<file path="config.mk">
export PLATFORM = sky130hd
export DESIGN_NAME = mips_main_control
export DESIGN_NICKNAME = d
export VERILOG_FILES = /design/src/rtl/mips_pkg.sv /design/src/rtl/mips_ctrl_decode.sv /design/src/rtl/mips_main_control.sv
export SDC_FILE = /design/constraint.sdc
export NUM_CORES = 1
export LEC_CHECK = 0
export BUFFER_PORTS_ARGS = -buffer_cell sky130_fd_sc_hd__buf_2
export CAP_MARGIN = 10
export CORE_UTILIZATION = 35
export CTS_CLUSTER_DIAMETER = 100
export DETAILED_ROUTE_END_ITERATION = 16
export PLACE_DENSITY = 0.66
export REMOVE_ABC_BUFFERS = 1
export SYNTH_ARGS = -nofsm -noshare
export SYNTH_HDL_FRONTEND = slang
export SYNTH_SLANG_ARGS = --single-unit
</file>
<file path="constraint.sdc">
create_clock -name clk -period 1.5 [get_ports clk]
set_input_delay 0.3 -clock clk [delete_from_list [all_inputs] [get_ports clk]]
set_output_delay 0.3 -clock clk [all_outputs]
set_load 0.1 [all_outputs]
</file>
<file path="src/rtl/mips_pkg.sv">
// Shared types and constants for the multicycle MIPS main control unit.
// Holds the state encoding, the opcode values and the datapath select codes.
package mips_pkg;

  typedef enum logic [3:0] {
    ST_RST     = 4'd0,
    ST_FETCH   = 4'd1,
    ST_DECODE  = 4'd2,
    ST_MEMADR  = 4'd3,
    ST_MEMRD   = 4'd4,
    ST_MEMWB   = 4'd5,
    ST_MEMWR   = 4'd6,
    ST_EXECUTE = 4'd7,
    ST_ALUWB   = 4'd8,
    ST_BRANCH  = 4'd9,
    ST_ADDIEX  = 4'd10,
    ST_ADDIWB  = 4'd11,
    ST_JUMP    = 4'd12
  } state_t;

  localparam logic [5:0] OP_RTYPE = 6'b000000;
  localparam logic [5:0] OP_LW    = 6'b100011;
  localparam logic [5:0] OP_SW    = 6'b101011;
  localparam logic [5:0] OP_BEQ   = 6'b000100;
  localparam logic [5:0] OP_ADDI  = 6'b001000;
  localparam logic [5:0] OP_J     = 6'b000010;

  localparam logic [1:0] ALUOP_ADD   = 2'b00;
  localparam logic [1:0] ALUOP_SUB   = 2'b01;
  localparam logic [1:0] ALUOP_FUNCT = 2'b10;

  localparam logic [1:0] SRCB_REG     = 2'b00;
  localparam logic [1:0] SRCB_FOUR    = 2'b01;
  localparam logic [1:0] SRCB_IMM     = 2'b10;
  localparam logic [1:0] SRCB_IMM_SH2 = 2'b11;

  localparam logic [1:0] PCSRC_ALU    = 2'b00;
  localparam logic [1:0] PCSRC_ALUOUT = 2'b01;
  localparam logic [1:0] PCSRC_JUMP   = 2'b10;

  function automatic logic is_legal_op(input logic [5:0] op);
    case (op)
      OP_RTYPE, OP_LW, OP_SW, OP_BEQ, OP_ADDI, OP_J: is_legal_op = 1'b1;
      default:                                        is_legal_op = 1'b0;
    endcase
  endfunction

endpackage

</file>
<file path="src/rtl/mips_ctrl_decode.sv">
// Combinational state -> control-word decoder for the main control FSM.
// Only FETCH (ready) and DECODE (opcode legality) look beyond the state.
module mips_ctrl_decode
  import mips_pkg::*;
(
  input  state_t     state,
  input  logic       ready,
  input  logic [5:0] op,
  output logic       pc_write,
  output logic       branch,
  output logic       iord,
  output logic       mem_write,
  output logic       ir_write,
  output logic       reg_dst,
  output logic       mem_to_reg,
  output logic       reg_write,
  output logic       alu_src_a,
  output logic [1:0] alu_src_b,
  output logic [1:0] pc_src,
  output logic [1:0] alu_op,
  output logic       illegal_op
);

  // control word per state; anything not set for a state stays 0
  always_comb begin
    pc_write   = 1'b0;
    branch     = 1'b0;
    iord       = 1'b0;
    mem_write  = 1'b0;
    ir_write   = 1'b0;
    reg_dst    = 1'b0;
    mem_to_reg = 1'b0;
    reg_write  = 1'b0;
    alu_src_a  = 1'b0;
    alu_src_b  = SRCB_REG;
    pc_src     = PCSRC_ALU;
    alu_op     = ALUOP_ADD;
    illegal_op = 1'b0;
    case (state)
      ST_FETCH: begin
        alu_src_b = SRCB_FOUR;
        if (ready) begin
          ir_write = 1'b1;
          pc_write = 1'b1;
        end else begin
          ir_write = 1'b0;
          pc_write = 1'b0;
        end
      end
      ST_DECODE: begin
        alu_src_b = SRCB_IMM_SH2;
        if (is_legal_op(op)) begin
          illegal_op = 1'b0;
        end else begin
          illegal_op = 1'b1;
        end
      end
      ST_MEMADR, ST_ADDIEX: begin
        alu_src_a = 1'b1;
        alu_src_b = SRCB_IMM;
      end
      ST_MEMRD: iord = 1'b1;
      ST_MEMWB: begin
        mem_to_reg = 1'b1;
        reg_write  = 1'b1;
      end
      ST_MEMWR: begin
        iord      = 1'b1;
        mem_write = 1'b1;
      end
      ST_EXECUTE: begin
        alu_src_a = 1'b1;
        alu_op    = ALUOP_FUNCT;
      end
      ST_ALUWB: begin
        reg_dst   = 1'b1;
        reg_write = 1'b1;
      end
      ST_BRANCH: begin
        alu_src_a = 1'b1;
        alu_op    = ALUOP_SUB;
        pc_src    = PCSRC_ALUOUT;
        branch    = 1'b1;
      end
      ST_ADDIWB: reg_write = 1'b1;
      ST_JUMP: begin
        pc_src   = PCSRC_JUMP;
        pc_write = 1'b1;
      end
      default: ;
    endcase
  end

endmodule

</file>
<file path="src/rtl/mips_main_control.sv">
// Multicycle MIPS main control: state register and next-state logic.
// The control word itself comes from mips_ctrl_decode.
module mips_main_control
  import mips_pkg::*;
#(
  parameter bit WAIT_ON_MEM = 1'b1
) (
  input  logic       clk,
  input  logic       rst_n,
  input  logic [5:0] op,
  input  logic       mem_ready,
  output logic       pc_write,
  output logic       branch,
  output logic       iord,
  output logic       mem_write,
  output logic       ir_write,
  output logic       reg_dst,
  output logic       mem_to_reg,
  output logic       reg_write,
  output logic       alu_src_a,
  output logic [1:0] alu_src_b,
  output logic [1:0] pc_src,
  output logic [1:0] alu_op,
  output logic       illegal_op,
  output logic [3:0] state_o
);

  state_t state_r;
  state_t next_s;
  logic   ready_s;

  assign ready_s = WAIT_ON_MEM ? mem_ready : 1'b1;
  assign state_o = state_r;

  // state register with synchronous active-low reset
  always_ff @(posedge clk) begin
    if (!rst_n) begin
      state_r <= ST_RST;
    end else begin
      state_r <= next_s;
    end
  end

  // next-state logic; memory states hold until the handshake completes
  always_comb begin
    next_s = ST_FETCH;
    case (state_r)
      ST_RST:   next_s = ST_FETCH;
      ST_FETCH: begin
        if (ready_s) next_s = ST_DECODE;
        else         next_s = ST_FETCH;
      end
      ST_DECODE: begin
        case (op)
          OP_LW, OP_SW: next_s = ST_MEMADR;
          OP_RTYPE:     next_s = ST_EXECUTE;
          OP_BEQ:       next_s = ST_BRANCH;
          OP_ADDI:      next_s = ST_ADDIEX;
          OP_J:         next_s = ST_JUMP;
          default:      next_s = ST_FETCH;
        endcase
      end
      ST_MEMADR: begin
        if (op == OP_LW) next_s = ST_MEMRD;
        else             next_s = ST_MEMWR;
      end
      ST_MEMRD: begin
        if (ready_s) next_s = ST_MEMWB;
        else         next_s = ST_MEMRD;
      end
      ST_MEMWB: next_s = ST_FETCH;
      ST_MEMWR: begin
        if (ready_s) next_s = ST_FETCH;
        else         next_s = ST_MEMWR;
      end
      ST_EXECUTE: next_s = ST_ALUWB;
      ST_ALUWB:   next_s = ST_FETCH;
      ST_BRANCH:  next_s = ST_FETCH;
      ST_ADDIEX:  next_s = ST_ADDIWB;
      ST_ADDIWB:  next_s = ST_FETCH;
      ST_JUMP:    next_s = ST_FETCH;
      default:    next_s = ST_FETCH;
    endcase
  end

  mips_ctrl_decode u_decode (
    .state      (state_r),
    .ready      (ready_s),
    .op         (op),
    .pc_write   (pc_write),
    .branch     (branch),
    .iord       (iord),
    .mem_write  (mem_write),
    .ir_write   (ir_write),
    .reg_dst    (reg_dst),
    .mem_to_reg (mem_to_reg),
    .reg_write  (reg_write),
    .alu_src_a  (alu_src_a),
    .alu_src_b  (alu_src_b),
    .pc_src     (pc_src),
    .alu_op     (alu_op),
    .illegal_op (illegal_op)
  );

endmodule

</file>
==> results of run 1 <==
-- Yosys cell counts, drive strengths merged --
cell type	count
a21oi	3
or2	2
nor3	3
a41oi	1
a21boi	2
and2b	1
and2	1
nand3	3
maj3	1
clkbuf	4
nor4	1
o22a	1
nand3b	1
buf	3
nand4bb	1
nand4	1
o21ai	8
nand2	7
a21o	1
nor2	10
inv	2
o2111ai	1
o311ai	1
mux2i	3
o21a	1
nand2b	4
nor2b	1
xor2	2
a31oi	1
dfxtp	4
o31ai	1
-- logic make-up after synthesis --
group,after synthesis
AND/OR/NAND/NOR,36
XOR/XNOR,2
adder cells (fa/ha/maj),1
AO/OA/AOI/OAI,21
flip-flops,4
buffers and inverters,9
multiplexers,3
-- through the flow --
| stage | setup WS (ns) | instance area (sq um) | hold WS [ns] | util (%) | TNS (ns) |
|---|---|---|---|---|---|
| detailed placement | -0.2799 | 1157 | 0.5717 | 87.84 | -0.8200 |
| global placement | -0.2279 | 1157 | 0.5538 | 87.84 | -0.2739 |
| floorplan | -3.954 | 465.4 | 0.4007 | - | -42.66 |
==> results_dict.tcl, run 1 <==
set metrics [dict create \
    outcome "stopped before the end" \
    haltStage "clock tree synthesis" \
    error_line "[ERROR DPL-0038] Utilization greater than 100%, impossible to legalize" \
    pin_count 29 \
    cts.path.max_buffers 2 \
    start_util_pct 37.89 \
    synthSimpleGateAreaFrac_pct 37.34 \
    post_cts_buffers 5 \
    synth_top_family_by_area "simple AND/OR/NAND/NOR gates" \
    numCtsBuffers 3 \
    synth_area_sq_um 499.2 \
    yosysWarnings 0 \
    yosys_register_bits 4 \
    gp_congestion 0.8886 \
    fp.dieW_um 39.77 \
    cts_root_buf "clkbuf_4" \
    syn_avg_cell_area_sq_um 6.569 \
    synthTopCellsByArea "dfxtp_1 16%, o21ai_0 8.0%, nor2_1 6.8%" \
    place_inst 143 \
    h-tree-depth 1 \
    ctsResizeCount 52 \
    yosys.area.top_type "dfxtp_1" \
    rows 13 \
    yosysTopAreaCellShare_pct 16.04 \
    clkSinkCount 4 \
    port_buffers 28 \
    synth_compound_area_share_pct 26.82 \
    ys_seq_area_share_pct 16.04 \
    post-dp-hpwl_um 1599 \
    die_h_um 39.77 \
    synth-adder-area-share_pct 2.005 \
    synth_xor_area_share_pct 3.509 \
    synth_mux_area_share_pct 6.015 \
    postCtsHoldBufs 0 \
    synthCells 76 \
    synth.distinct_cells 33 \
]
==> run 2: changes to the inputs <==
--- a/config.mk
+++ b/config.mk
@@ -7,10 +7,10 @@
 export LEC_CHECK = 0
 export BUFFER_PORTS_ARGS = -buffer_cell sky130_fd_sc_hd__buf_2
 export CAP_MARGIN = 10
-export CORE_UTILIZATION = 35
-export CTS_CLUSTER_DIAMETER = 100
+export CORE_AREA = 2 2 63 65
 export DETAILED_ROUTE_END_ITERATION = 16
-export PLACE_DENSITY = 0.66
+export DIE_AREA = 0 0 65 67
+export PLACE_DENSITY_LB_ADDON = 0.15
 export REMOVE_ABC_BUFFERS = 1
 export SYNTH_ARGS = -nofsm -noshare
 export SYNTH_HDL_FRONTEND = slang
==> run 2 against run 1 <==
  * The flow now finishes, with violations (negative setup slack)
  * Synthesized area is the same
  * Synthesized cell count is the same
==> results_dict.tcl, run 2 <==
set metrics [dict create \
    outcome "finished with violations" \
    failed_checks "negative setup slack" \
    fin_skew_ns 0.005022 \
    async_flop_share_pct 0 \
    synth_xor_area_share_pct 3.509 \
    fp.dieW_um 65 \
    p_switching_mw 0.2345 \
    start_kind "flop" \
    numCtsBuffers 3 \
    vias 830 \
    switching_share_pct 35.61 \
    cts_tree "yes" \
    ant_nets 0 \
    grt_use_total_pct 11.52 \
    synthTopCellsByArea "dfxtp_1 16%, o21ai_0 8.0%, nor2_1 6.8%" \
    place_ws_ns -0.2483 \
    fin_ws_ns -0.1829 \
    yosys-top-cells-count "9 x nor2_1, 8 x o21ai_0, 7 x nand2_1" \
    finalHoldViolCount 0 \
    coreArea_sq_mm 0.003606 \
    insertion_delay_ns 0.22 \
    yosys.cell_count.top_type "nor2_1" \
    clkSinkCount 4 \
    cpMostUsedCell "buf_6" \
    slew_violations 0 \
    crit_chain "buf_6 -> nand2b_4 -> buf_4 -> buf_6 -> nor2_4 -> buf_12" \
    gp_congestion 0.8066 \
    die_h_um 67 \
    antenna_found_initial 0 \
    nets 163 \
    synth_top_family_by_area "simple AND/OR/NAND/NOR gates" \
    pwr-share-comb_pct 49.2 \
    drc_errors 0 \
    drv_cap 0 \
    required_ns 1.20 \
    yosysWarnings 0 \
    cts.reportedPaths.clkPinSlew_ns 0.03 \
    h-tree-depth 1 \
    layout_common_cells "34 x buf_4, 21 x buf_6, 20 x buf_12, 7 x o21ai_0" \
    rsz0062_at_grt "yes" \
    diodes 0 \
    synth_compound_area_share_pct 26.82 \
    p_int_mw 0.4240 \
    grt_pass1_wl_um 3891 \
    finalSetupViolCount 15 \
    rows 22 \
    cts_root_buf "clkbuf_8" \
    design.die.area_sq_mm 0.004355 \
    fmax_mhz 594.2 \
    synth_area_sq_um 499.2 \
    syn_avg_cell_area_sq_um 6.569 \
    clkPwrFrac_pct 33.8 \
    post-dp-hpwl_um 1639 \
    synthToLayoutAreaGrowth_pct 231.1 \
    period_needed_ns 1.683 \
    yosysTopAreaCellShare_pct 16.04 \
    max-slew-margin-rel_pct 78.31 \
    fin_setup_tns_ns -1.594 \
    ys_seq_area_share_pct 16.04 \
    synth-adder-area-share_pct 2.005 \
    min_path_type "input port to flop" \
    grt_max_degree 11 \
    synthCells 76 \
    synth.distinct_cells 33 \
    grt_pass1_vias 857 \
    fin_crit_sh_pct 112.2 \
    endpoint_kind "output port" \
    power.density_mw_per_mm2 398.4 \
    drt_iter0_drc 14 \
    drive_above_1_share_pct 72.37 \
    largest_register_ff_count 4 \
    cts.path.max_buffers 2 \
    path_class "flop to output port" \
    start_util_pct 13.84 \
    synth_mux_area_share_pct 6.015 \
    p_leak_nw 0.7063 \
    layout_commonest_cell "buf_4" \
    yosys.area.top_type "dfxtp_1" \
    port_buffers 28 \
    yosys_register_bits 4 \
    crit_fanout 6 \
    max_stage_delay_ns 0.36 \
    crit_slowest_cell "dfxtp_4" \
    wl_um 2319 \
    arrival_ns 1.38 \
    grt-ovfl-total 0 \
    tightest_slew_ns 0.3213 \
    peakVddDrop_mv 0.2090 \
    seq_power_share_pct 16.9 \
    yosys_most_used_dff "dfxtp_1" \
    synth-edff-count 0 \
    wire_per_inst_um 11.60 \
    viasPerCell 4.150 \
    pin_count 29 \
    first_pass_iters 4 \
    synthSimpleGateAreaFrac_pct 37.34 \
]
==> run 2: cell counts after synthesis <==
No cell type changed its count.
==> run 2: power by group through the flow <==
| stage | Combinational (mW) | Sequential (mW) | Clock (mW) |
|---|---|---|---|
| 2_1_floorplan | 0.107 | 0.149 | 0 |
| 3_3_place_gp | 0.270 | 0.117 | 0 |
| 3_5_place_dp | 0.270 | 0.117 | 0 |
| 4_1_cts | 0.310 | 0.114 | 0.225 |
| 5_1_grt | 0.344 | 0.112 | 0.237 |
| 6_report | 0.324 | 0.112 | 0.223 |
==> run 2: metal layers <==
| layer | track usage, % | vias to the layer above | routed length (um) |
|---|---|---|---|
| li1 | - | 424 | - |
| met1 | 11.95 | 371 | 888 |
| met2 | 22.55 | 33 | 1289 |
| met3 | 2.703 | 2 | 130 |
| met4 | 3.723 | 0 | 10 |
| met5 | 0 | - | 0 |
==> run 2: cell type report <==
| class | instances | area, sq um |
|---|---|---|
| fill | 351 | 1953 |
| timing repair buffer | 80 | 917.1 |
| multi-input combinational | 63 | 529.3 |
| sequential | 4 | 95.09 |
| tap | 48 | 60.06 |
| clock buffer | 3 | 41.29 |
| inverter | 2 | 10.01 |
==> run 2: path summary, 6_finish.rpt <==
kind,from,slack [ns],cells after the start,endpoint
setup / recovery,state_o[3]$_SDFF_PN0_,-0.18,6,alu_op[1]
hold reg to reg,state_o[3]$_SDFF_PN0_,0.65,2,state_o[0]$_SDFF_PN0_
setup reg to reg,state_o[2]$_SDFF_PN0_,0.10,8,state_o[1]$_SDFF_PN0_
hold / removal,rst_n,0.35,2,state_o[0]$_SDFF_PN0_
==> run 2: timing repair <==
item,CTS,global route
hold buffers,0,0
endpoints found under the setup margin,16,17
setup buffers,9,16
pin swaps,13,9
resized for setup,63,10
==> run 2: cells by family after synthesis <==
logic type	Yosys count
simple gates	36
xor+xnor	2
compound gates	21
flops	4
fa+ha+maj	1
buf+inv	9
mux	3
==> run 2: stage by stage <==
step                total power, mW  utilization (%)  cells  area [sq um]  hold WS (ns)
floorplan                    0.2553                -     69         465.4        0.4007
global placement             0.3861            33.66    178          1214        0.5717
detailed placement           0.3868            33.66    178          1214        0.5795
CTS                          0.6497            42.78    188          1543        0.3481
global route                 0.6927            45.84    200          1653        0.3566
finish                       0.6585            45.84    200          1653        0.3503
==> run 2: worst max-delay path: cells and delay by family, from the launching register on <==
family,cells,cell delay [ns]
and+or+nand+nor,2,0.24
DFF,1,0.36
buffers and inverters,4,0.57
Power figures use the tool's default switching activity.
==> run 3: changes to the inputs <==
--- a/config.mk
+++ b/config.mk
@@ -10,8 +10,9 @@
 export CORE_AREA = 2 2 63 65
 export DETAILED_ROUTE_END_ITERATION = 16
 export DIE_AREA = 0 0 65 67
-export PLACE_DENSITY_LB_ADDON = 0.15
+export PLACE_DENSITY = 0.34
 export REMOVE_ABC_BUFFERS = 1
+export SETUP_SLACK_MARGIN = 0.02
 export SYNTH_ARGS = -nofsm -noshare
 export SYNTH_HDL_FRONTEND = slang
 export SYNTH_SLANG_ARGS = --single-unit
==> run 3 against run 2 <==
  * The run still ends with negative setup slack left
  * Wire length decreased by 8.8%
  * Die area unchanged
  * Design area shrank 5.0%
  * Critical path type is now input port to output port
  * Critical endpoint is now illegal_op
  * Largest cell class unchanged
  * Highest routed layer unchanged
==> results_dict.tcl, run 3 (synthesized netlist as in run 2, its figures left out) <==
set metrics [dict create \
    worstRegToRegCells 9 \
    fin_crit_sh_pct 111.1 \
    finalHoldViolCount 0 \
    seq_area_sq_um 95.09 \
    r2r_slack_ns 0.16 \
    diodes 0 \
    pin_count 29 \
    placed_area_sq_mm 0.001161 \
    wire_per_inst_um 11.02 \
    numCtsBuffers 3 \
    cts.reportedPaths.clkPinSlew_ns 0.03 \
    cts_tree "yes" \
    fin_skew_ns 0.004530 \
    power.density_mw_per_mm2 427.3 \
    fmax_mhz 600.3 \
    multi_input_area_sq_um 514.2 \
    tightest_slew_ns 0.2913 \
    viasPerCell 4.219 \
    insertion_delay_ns 0.22 \
    drive_above_1_share_pct 72.92 \
    design.die.area_sq_mm 0.004355 \
    grt_pass1_vias 819 \
    reg2reg_to "state_o[2]$_SDFF_PN0_" \
    first_pass_iters 4 \
    whs_path_depth 2 \
    arrival_ns 1.37 \
    grt_max_degree 11 \
    coreArea_sq_mm 0.003606 \
    cts.path.max_buffers 2 \
    ant_nets 0 \
    hold_end "state_o[0]$_SDFF_PN0_" \
    fp.dieW_um 65 \
    outcome "finished with violations" \
    rsz0062_at_grt "yes" \
    required_ns 1.20 \
    nets 155 \
    crit_fanout 2 \
    rows 22 \
    h-tree-depth 1 \
    endpoint_kind "output port" \
    path_class "input port to output port" \
    grt-ovfl-total 0 \
    wl_um 2116 \
    place_ws_ns -0.2470 \
    start_util_pct 13.84 \
    postCtsHoldBufs 0 \
    min_from "rst_n" \
    drc_errors 0 \
    r2r_start "state_o[2]$_SDFF_PN0_" \
    clkSinkCount 4 \
    fillCellCount 349 \
    antenna_found_initial 0 \
    largest_register_ff_count 4 \
    period_needed_ns 1.666 \
    grt_pass1_wl_um 3415 \
    failed_checks "negative setup slack" \
    grt_use_total_pct 10.07 \
    fin_ws_ns -0.1659 \
    cts_root_buf "clkbuf_8" \
    post-dp-hpwl_um 1416 \
    vias 810 \
    min_path_type "input port to flop" \
    layout_common_cells "29 x buf_4, 20 x buf_12, 17 x buf_6, 6 x o21ai_0" \
    fin_area_sq_mm 0.001570 \
    die_h_um 67 \
    layout_commonest_cell "buf_4" \
    max-slew-margin-rel_pct 80.33 \
    p_leak_nw 0.6544 \
    gp_congestion 0.7894 \
    slew_violations 0 \
    drv_cap 0 \
    port_buffers 28 \
    synthToLayoutAreaGrowth_pct 214.5 \
    peakVddDrop_mv 0.2989 \
    finalSetupViolCount 12 \
    drt_iter0_drc 15 \
    start_kind "input port" \
]
## run 3: changes by cell type in the layout (fill, tap and decap cells not counted), sizes merged
cell	before	now
buf	80	72
## run 3: worst max path at each step
stage                                from          to  slack, ns  cells past startpoint
global route                        op[1]  illegal_op      -0.23                      6
floorplan           state_o[0]$_SDFF_PN0_   alu_op[0]      -3.95                      2
CTS                                 op[2]  illegal_op      -0.19                      6
global placement                    op[1]  illegal_op      -0.23                      6
finish                              op[1]  illegal_op      -0.17                      6
detailed placement                  op[1]  illegal_op      -0.25                      6
## run 3: area by class of cell
cell class	instances	area share, %
Clock buffer	3	2.629
Inverter	2	0.6374
Multi-Input combinational cell	63	32.75
Sequential cell	4	6.056
Tap cell	48	3.825
Timing Repair Buffer	72	54.10
## run 3: stage by stage
step	cells	hold slack, ns	power (mW)	setup TNS, ns	utilization, %
3_3_place_gp	171	0.5909	0.3790	-0.2983	32.20
2_1_floorplan	69	0.4007	0.2553	-42.66	-
5_1_grt	192	0.3656	0.7038	-1.702	43.55
4_1_cts	188	0.3612	0.6480	-1.541	40.39
3_5_place_dp	171	0.5828	0.3790	-0.3451	32.20
6_report	192	0.3572	0.6709	-0.9035	43.55
## run 3: where the power goes
| group | switching [mW] | internal (mW) | total [mW] | leakage [nW] |
|---|---|---|---|---|
| combinational | 0.176 | 0.159 | 0.335 | 0.597 |
| sequential | 0.00655 | 0.106 | 0.113 | 0.0355 |
| clock | 0.0520 | 0.171 | 0.223 | 0.0216 |
## run 3: timing repair
item / CTS / global route
pin swaps: 5 / 13
buffers inserted: 14 / 6
gates resized for setup: 45 / 22
setup endpoints to repair: 16 / 18
## run 3: critical path, stage by stage
cell	delay [ns]
buf_6	0.09
maj3_2	0.29
o22a_1	0.18
nor2_2	0.09
and2b_2	0.24
buf_12	0.17
## run 3: layer usage
metal  wire (um)  vias to the layer above  track usage [%]
met5           0                        -                0
met4          34                        0            3.191
met2        1206                       23            19.85
met3          94                        4            2.365
met1         780                      372            10.35
li1            -                      411                -
==> run 4: changes to the inputs <==
--- a/config.mk
+++ b/config.mk
@@ -8,6 +8,7 @@
 export BUFFER_PORTS_ARGS = -buffer_cell sky130_fd_sc_hd__buf_2
 export CAP_MARGIN = 10
 export CORE_AREA = 2 2 63 65
+export CTS_BUF_LIST = sky130_fd_sc_hd__clkbuf_16
 export DETAILED_ROUTE_END_ITERATION = 16
 export DIE_AREA = 0 0 65 67
 export PLACE_DENSITY = 0.34
==> run 4 against run 3 <==
  * The flow still finishes with violations (negative setup slack)
  * Worst setup slack is essentially flat
  * Sequential share of layout area shrank 0.067 points
  * Wire length is 1.4% lower
  * Combinational power shrank 3%
  * Sequential cell count is the same
  * Global-route usage barely moved
  * Hold slack worse by 0.011 ns
  * Maximum frequency barely moved
  * Largest cell class unchanged
  * Die area stayed put
  * Clock skew decreased by 0.0019 ns
  * Register-to-register slack about the same
==> results_dict.tcl, run 4 (synthesized netlist as in run 2, its figures left out) <==
set metrics [dict create \
    outcome "finished with violations" \
    failed_checks "negative setup slack" \
    met2_usage_pct 19.72 \
    drt_iter0_drc 8 \
    h-tree-depth 1 \
    design.die.area_sq_mm 0.004355 \
    grt_pass1_vias 811 \
    first_pass_iters 4 \
    post-dp-hpwl_um 1416 \
    met3_usage_pct 2.703 \
    rows 22 \
    vias 790 \
    crit_start "op[1]" \
    r2r_start "state_o[2]$_SDFF_PN0_" \
    antenna_found_initial 0 \
    drive_above_1_share_pct 70.92 \
    tightest_slew_ns 0.2912 \
    place_ws_ns -0.2470 \
    numCtsBuffers 3 \
    start_kind "input port" \
    largest_register_ff_count 4 \
    fin_setup_tns_ns -0.9412 \
    cts_root_buf "clkbuf_16" \
    grt_use_total_pct 10.10 \
    rsz0062_at_grt "yes" \
    port_buffers 28 \
    synthToLayoutAreaGrowth_pct 218.0 \
    crit_chain "buf_6 -> maj3_2 -> o22a_1 -> nor2_2 -> and2b_2 -> buf_12" \
    wl_um 2086 \
    drv_cap 0 \
    pin_count 29 \
    min_path_type "input port to flop" \
    nets 152 \
    top_usage_layer "met2" \
    coreArea_sq_mm 0.003606 \
    layout_commonest_cell "buf_4" \
    whs_path_depth 2 \
    cts.path.max_buffers 2 \
    grt_max_degree 9 \
    cts.reportedPaths.clkPinSlew_ns 0.03 \
    grt_pass1_wl_um 3450 \
    max-slew-margin-rel_pct 80.34 \
    max_stage_delay_ns 0.29 \
    start_util_pct 13.84 \
    endpoint_kind "output port" \
    peakVddDrop_mv 0.4844 \
    gp_congestion 0.7894 \
    period_needed_ns 1.666 \
    diodes 0 \
    fin_crit_sh_pct 111.1 \
    worstRegToRegCells 9 \
    r2r_slack_ns 0.17 \
    postCtsHoldBufs 0 \
    fin_skew_ns 0.002605 \
    ant_nets 0 \
    crit_family "simple AND/OR/NAND/NOR gates" \
    p_leak_nw 0.6524 \
    cts_tree "yes" \
    fin_ws_ns -0.1659 \
    crit_slowest_cell "maj3_2" \
    power.density_mw_per_mm2 533.9 \
    fp.dieW_um 65 \
    die_h_um 67 \
    drc_errors 0 \
    min_from "rst_n" \
    viasPerCell 4.180 \
    path_class "input port to output port" \
    required_ns 1.20 \
    finalHoldViolCount 0 \
    slew_violations 0 \
    finalPower_mw 0.8477 \
    grt-ovfl-total 0 \
    worst-path-buf-inv 2 \
    hold_end "state_o[0]$_SDFF_PN0_" \
    grtUsageMet1_pct 10.45 \
    layout_common_cells "25 x buf_4, 20 x buf_12, 19 x buf_6, 6 x o21ai_0" \
    crit_fanout 2 \
    reg2reg_to "state_o[2]$_SDFF_PN0_" \
    fmax_mhz 600.3 \
    wire_per_inst_um 11.04 \
    clkSinkCount 4 \
    insertion_delay_ns 0.22 \
    fillCellCount 342 \
    arrival_ns 1.37 \
    finalSetupViolCount 12 \
]
## run 4: stage by stage
stage / hold WS, ns / cells / area [sq um] / utilization, %
floorplan: 0.4007 / 69 / 465.4 / -
global placement: 0.5909 / 171 / 1161 / 32.20
detailed placement: 0.5828 / 171 / 1161 / 32.20
CTS: 0.3499 / 188 / 1529 / 42.40
global route: 0.3617 / 189 / 1588 / 44.03
finish: 0.3464 / 189 / 1588 / 44.03
## run 4: how the worst max path moves through the flow
stage / to / cells past startpoint
finish: illegal_op / 6
detailed placement: illegal_op / 6
global route: illegal_op / 6
floorplan: alu_op[0] / 2
CTS: illegal_op / 6
global placement: illegal_op / 6
## run 4: layout make-up
type / count / area (sq um) / share of cell area, %
timing repair buffer: 69 / 827.0 / 52.09
multi-input combinational: 63 / 523.0 / 32.94
sequential: 4 / 95.09 / 5.989
clock buffer: 3 / 75.07 / 4.728
tap: 48 / 60.06 / 3.783
inverter: 2 / 7.507 / 0.4728
## run 4: power breakdown
group | internal (mW) | switching, mW
Combinational | 0.149 | 0.175
Sequential | 0.106 | 0.00491
Clock | 0.340 | 0.0718
## run 4: layer usage
metal  share of wire [%]  up-vias
li1                    -      405
met1                  38      355
met2                  56       27
met3                 5.8        3
met4                0.77        0
met5                   0        -
## run 4: repair_timing
action / CTS / global route
setup buffers: 14 / 3
pin swaps: 6 / 10
resized for setup: 54 / 11
endpoints found under the setup margin: 16 / 17
